<file path="config.mk">
export PLATFORM = sky130hd
export DESIGN_NAME = hazard_ctrl
export DESIGN_NICKNAME = d
export VERILOG_FILES = /design/src/rtl/hazard_ctrl.sv
export SDC_FILE = /design/constraint.sdc
export NUM_CORES = 1
export LEC_CHECK = 0
export ABC_CLOCK_PERIOD_IN_PS = 2100
export BUFFER_PORTS_ARGS = -buffer_cell sky130_fd_sc_hd__buf_4
export CORE_ASPECT_RATIO = 0.9
export CORE_MARGIN = 2
export CORE_UTILIZATION = 39
export DETAILED_ROUTE_END_ITERATION = 10
export GPL_TIMING_DRIVEN = 0
export PLACE_DENSITY = 0.66
export SYNTH_ARGS = -nofsm -noshare
export SYNTH_HDL_FRONTEND = slang
export SYNTH_SLANG_ARGS = --single-unit
</file>
<file path="constraint.sdc">
create_clock -name clk -period 2.1 [get_ports clk]
set_clock_uncertainty 0.2 [all_clocks]
set_input_delay 0.21 -clock clk [delete_from_list [all_inputs] [get_ports clk]]
set_output_delay 0.21 -clock clk [all_outputs]
set_load 0.05 [all_outputs]
</file>
<file path="src/rtl/hazard_ctrl.sv">
// hazard_ctrl: stall/flush/forwarding control for the F/D/E/M/W pipeline.
// Sequences data-memory waits and post-branch redirect bubbles.
module hazard_ctrl #(
  parameter int REDIRECT_CYC = 1,
  parameter int MAX_WAIT     = 64,
  parameter int CNT_W        = 16
) (
  input  logic             clk,
  input  logic             reset,
  input  logic [3:0]       ra1_d,
  input  logic [3:0]       ra2_d,
  input  logic [3:0]       ra1_e,
  input  logic [3:0]       ra2_e,
  input  logic [3:0]       wa3_e,
  input  logic [3:0]       wa3_m,
  input  logic [3:0]       wa3_w,
  input  logic             regwrite_e,
  input  logic             regwrite_m,
  input  logic             regwrite_w,
  input  logic             memtoreg_e,
  input  logic             pcsrc_e,
  input  logic             mem_req_m,
  input  logic             mem_ready,
  output logic [1:0]       fwd_a_e,
  output logic [1:0]       fwd_b_e,
  output logic             stall_f,
  output logic             stall_d,
  output logic             stall_e,
  output logic             stall_m,
  output logic             flush_d,
  output logic             flush_e,
  output logic [1:0]       state,
  output logic             mem_timeout,
  output logic [CNT_W-1:0] stall_cnt,
  output logic [CNT_W-1:0] flush_cnt
);

  localparam int WW = $clog2(MAX_WAIT + 1);
  localparam logic [WW-1:0]    WMAX = WW'(MAX_WAIT);
  localparam logic [3:0]       RCYC = 4'(REDIRECT_CYC);
  localparam logic [CNT_W-1:0] CMAX = '1;

  typedef enum logic [1:0] {
    S_RUN   = 2'b00,
    S_MWAIT = 2'b01,
    S_REDIR = 2'b10
  } state_t;

  state_t           r_state;
  state_t           w_nstate;
  logic [3:0]       r_redir;
  logic [3:0]       w_redir_nxt;
  logic [WW-1:0]    r_wait;
  logic [WW-1:0]    w_wait_nxt;
  logic             r_timeout;
  logic [CNT_W-1:0] r_stall_cnt;
  logic [CNT_W-1:0] r_flush_cnt;

  logic       w_memblk;
  logic       w_lduse;
  logic       w_memstall;
  logic       w_br;
  logic       w_stall_fd;
  logic       w_stall_em;
  logic       w_flush_d;
  logic       w_flush_e;
  logic [1:0] w_fwd_a;
  logic [1:0] w_fwd_b;

  assign w_memblk = mem_req_m & ~mem_ready;
  assign w_lduse  = memtoreg_e & regwrite_e &
                    ((wa3_e == ra1_d) | (wa3_e == ra2_d));

  // Operand bypass: M-stage result wins over W; R15 is never bypassed.
  always_comb begin
    w_fwd_a = 2'b00;
    w_fwd_b = 2'b00;
    if (regwrite_m && wa3_m == ra1_e && wa3_m != 4'hF)
      w_fwd_a = 2'b10;
    else if (regwrite_w && wa3_w == ra1_e && wa3_w != 4'hF)
      w_fwd_a = 2'b01;
    if (regwrite_m && wa3_m == ra2_e && wa3_m != 4'hF)
      w_fwd_b = 2'b10;
    else if (regwrite_w && wa3_w == ra2_e && wa3_w != 4'hF)
      w_fwd_b = 2'b01;
  end

  // Next-state and stall/flush decode: memory freeze > branch > load-use.
  always_comb begin
    w_nstate    = r_state;
    w_redir_nxt = r_redir;
    w_stall_fd  = 1'b0;
    w_stall_em  = 1'b0;
    w_flush_d   = 1'b0;
    w_flush_e   = 1'b0;
    w_br        = 1'b0;
    w_memstall  = (r_state == S_MWAIT) ? ~mem_ready : w_memblk;
    if (w_memstall) begin
      w_stall_fd = 1'b1;
      w_stall_em = 1'b1;
      if (r_state == S_RUN)
        w_nstate = S_MWAIT;
    end else if (pcsrc_e) begin
      w_flush_d   = 1'b1;
      w_flush_e   = 1'b1;
      w_br        = 1'b1;
      w_redir_nxt = RCYC;
      w_nstate    = (RCYC == 4'd0) ? S_RUN : S_REDIR;
    end else if (r_state == S_REDIR) begin
      w_flush_d   = 1'b1;
      w_redir_nxt = r_redir - 4'd1;
      if (r_redir <= 4'd1)
        w_nstate = S_RUN;
    end else begin
      w_nstate = S_RUN;
      if (w_lduse) begin
        w_stall_fd = 1'b1;
        w_flush_e  = 1'b1;
      end
    end
    if (reset) begin
      w_stall_fd = 1'b0;
      w_stall_em = 1'b0;
      w_flush_d  = 1'b0;
      w_flush_e  = 1'b0;
      w_br       = 1'b0;
      w_memstall = 1'b0;
    end
  end

  // Consecutive memory-freeze cycles, saturating at MAX_WAIT.
  always_comb begin
    w_wait_nxt = '0;
    if (w_memstall)
      w_wait_nxt = (r_wait >= WMAX) ? r_wait : r_wait + 1'b1;
  end

  // State, redirect/wait counters, sticky timeout and event counters.
  always_ff @(posedge clk or posedge reset) begin
    if (reset) begin
      r_state     <= S_RUN;
      r_redir     <= '0;
      r_wait      <= '0;
      r_timeout   <= 1'b0;
      r_stall_cnt <= '0;
      r_flush_cnt <= '0;
    end else begin
      r_state <= w_nstate;
      r_redir <= w_redir_nxt;
      r_wait  <= w_wait_nxt;
      if (w_memstall && w_wait_nxt == WMAX)
        r_timeout <= 1'b1;
      if (w_stall_fd && r_stall_cnt != CMAX)
        r_stall_cnt <= r_stall_cnt + 1'b1;
      if (w_br && r_flush_cnt != CMAX)
        r_flush_cnt <= r_flush_cnt + 1'b1;
    end
  end

  assign fwd_a_e     = reset ? 2'b00 : w_fwd_a;
  assign fwd_b_e     = reset ? 2'b00 : w_fwd_b;
  assign stall_f     = w_stall_fd;
  assign stall_d     = w_stall_fd;
  assign stall_e     = w_stall_em;
  assign stall_m     = w_stall_em;
  assign flush_d     = w_flush_d;
  assign flush_e     = w_flush_e;
  assign state       = r_state;
  assign mem_timeout = r_timeout;
  assign stall_cnt   = r_stall_cnt;
  assign flush_cnt   = r_flush_cnt;

endmodule
</file>
==> flow_metrics.py <==
metrics = {
    "floorplan": {
        "rows": 28,
        "core_area_um2": 6660,
        "initial_utilization": 0.409,
        "num_io_pins": 82,
        "fp.dieW_um": 92.1,
        "die_h_um": 83.3,
        "die_area_um2": 7670,
    },
    "sta": {
        "hold_viol_final": 25,
        "setup_viol": 4,
        "rsz0062_at_grt": "true",
        "tightest_slew_ns": 1.14,
        "period_needed_ns": 2.16,
        "fin_ws_ns": -0.0649,
        "clock.fmax_mhz": 462,
        "slew-limit-headroom": 0.236,
        "setup_tns_ns": -0.169,
        "slew_violations": 0,
        "fin_crit_sh": 1.03,
        "timing.hold.ws_ns": -0.0173,
    },
    "hold_path": {
        "min_path_type": "in2async",
    },
    "logic_synthesis": {
        "synthesis.nets": 321,
        "syn-cell-area_um2": 2720,
        "ys_ff_latch": 46,
        "ys.flop_type": "dfrtp_1",
        "synth.distinct_cells": 44,
        "syn_inst": 278,
        "synth_edf_count": 0,
        "yosys_warnings": 0,
        "avgSynthCellArea_um2": 9.79,
        "ys_seq_area_frac": 0.423,
        "ys_async_sr_fraction": 1.00,
    },
    "cts": {
        "cts_tree": "built",
        "cts-root-buf": "clkbuf_8",
        "cts_num_sinks": 46,
        "h-tree-depth": 2,
        "clock_latency_ns": 0.31,
        "max-clock-path-buffers": 2,
        "path_clk_slew_ns": 0.09,
        "cts_buffers": 5,
    },
    "global_routing": {
        "grt_max_degree": 26,
        "grt_pass1_vias": 2227,
        "grt.total_usage": 0.166,
        "grt_overflow_total": 0,
        "grt_pass1_wl_mm": 10.5,
        "antenna_found_initial": 0,
    },
    "route": {
        "drt-total-wl_mm": 6.38,
        "route.detailed.drc": 0,
        "wl_per_cell_um": 13.4,
        "drt-initial-drc-count": 68,
        "postRouteAntennaNets": 0,
        "vias_per_cell": 4.89,
        "dr.pass1.iters": 4,
        "vias": 2333,
    },
    "cells_and_area": {
        "fin_cells": 477,
        "areaGrowthSynthToFinish_pct": 43.6,
        "fin_area_um2": 3910,
        "fillers": 604,
        "drive_gt1_frac": 0.416,
        "final_nets": 429,
        "n_antenna_cell": 0,
    },
    "placement": {
        "port_buffers": 80,
        "dp.final_hpwl_mm": 4.53,
        "place_area_um2": 3500,
        "place.gp.congestion": 0.764,
        "dp.cells": 448,
    },
    "status": {
        "status": "finished with violations",
        "violations": "hold timing, setup timing",
    },
    "power": {
        "vdd_drop_max_mv": 0.816,
        "power_density_nw_per_um2": 850,
        "p_leak_nw": 1.77,
    },
    "worst_setup_path": {
        "cp_max_fo": 3,
        "rrSetupSlack_ns": -0.06,
        "cp-end-kind": "output port",
        "cp.arrival_ns": 1.75,
        "timing.rr.end": "stall_cnt[14]",
        "rr_startpoint": "state[1]",
        "cp-start-kind": "flop",
        "worstPathRequired_ns": 1.69,
        "crit_type": "reg2out",
        "ff2ff_path_depth": 8,
    },
    "flow_run": {
        "cap_violations": 0,
    },
}
## layout make-up
type / count / area [um2] / area share
Timing Repair inverter: 1 / 5.00 / 0.00128
Buffer: 6 / 48.8 / 0.0125
Inverter: 12 / 55.1 / 0.0141
Multi-Input combinational cell: 214 / 1610 / 0.412
Sequential cell: 46 / 1170 / 0.299
Tap cell: 90 / 113 / 0.0288
Clock inverter: 3 / 43.8 / 0.0112
Timing Repair Buffer: 100 / 796 / 0.204
Clock buffer: 5 / 68.8 / 0.0176
## layout by cell type (no fill, tap or decap), types with 3 or more instances in the layout
cell type and instances:
dfrtp_1 32, clkbuf_8 5, nor3_1 8, nor3_2 5
buf_6 7, nand4_1 12, buf_4 93, nor4_4 4
o21ai_0 8, dfrtp_2 14, nand2_1 25, xnor2_1 37
ha_1 6, inv_1 9, nor2_1 26, xor2_1 20
mux2_2 4, nor3_4 3, nand3_1 15, nor2b_1 5
and3_1 3
## cell families after synthesis
family | after synthesis | synth area share
flops | 46 | 0.423
compound gates | 22 | 0.0598
buf+inv | 18 | 0.0308
fa+ha+maj | 6 | 0.0276
simple gates | 123 | 0.251
xor+xnor | 57 | 0.183
mux | 6 | 0.0244
## sequential cells by signal, summed over array words and instances (netlist names)
signal       cells
state            2
mem_timeout      1
flush_cnt       16
r_wait           7
stall_cnt       16
r_redir          4
## cell usage after synthesis (all sizes together), types with 2 or more instances
cell	number	area, um2
a21oi	3	18.8
mux2	5	56.3
or2	2	12.5
clkbuf	2	7.51
xor2	20	175
o21ai	9	48.8
ha	6	75.1
nand4	12	75.1
nand2b	2	12.5
a22o	2	17.5
nand2	26	100
nor2b	5	31.3
inv	12	45.0
xnor2	37	324
buf	4	31.3
dfrtp	46	1150
and3	3	18.8
nand3	17	90.1
nor4	6	82.6
nor2	26	97.6
and4	3	26.3
nor3	16	80.1
## worst max-delay path by stage
stage                        start       endpoint
after global routing      state[1]  stall_cnt[14]
after global placement       reset        stall_f
after detailed placement     reset        stall_f
after floorplan           wa3_m[0]     fwd_a_e[1]
after CTS                 state[0]        stall_f
final                     state[0]        stall_f
## metrics by stage
step / worst slack, ns / power, mW / hold slack (ns) / utilization
global route: -0.133 / 3.50 / 0.00964 / 0.587
floorplan: -0.228 / 2.10 / 0.0546 / -
finish: -0.0649 / 3.32 / -0.0173 / 0.587
global placement: -0.716 / 2.48 / 0.257 / 0.526
CTS: -0.0809 / 3.23 / 0.00334 / 0.562
detailed placement: -0.724 / 2.51 / 0.267 / 0.526
## report_power, final
group	internal, mW	switching, mW	leakage [nW]
Combinational	0.562	0.853	1.13
Clock	0.357	0.320	0.0585
Sequential	1.05	0.184	0.580
## worst max-delay path: stages (launching register included)
cell	delay, ns
dfrtp_2	0.42
and2b_2	0.22
o21ba_4	0.22
nand2_4	0.07
and2_4	0.18
clkinvlp_4	0.09
buf_6	0.11
buf_6	0.14
## metal layers
| metal | wire length (um) | track usage | up-vias |
|---|---|---|---|
| met5 | 0 | 0 | - |
| met4 | 65 | 0.0475 | 0 |
| met3 | 230 | 0.0354 | 7 |
| met2 | 3170 | 0.277 | 46 |
| met1 | 2920 | 0.218 | 1111 |
| li1 | - | - | 1169 |
## what timing repair did
action | CTS | global route
hold endpoints to repair | 21 | 0
hold buffers | 1 | 0
pin swaps | 3 | 5
gates cloned | 1 | 1
resized for setup | 9 | 20
setup buffers | 8 | 10
endpoints found under the setup margin | 37 | 25
(Power assumes the default switching activity.)
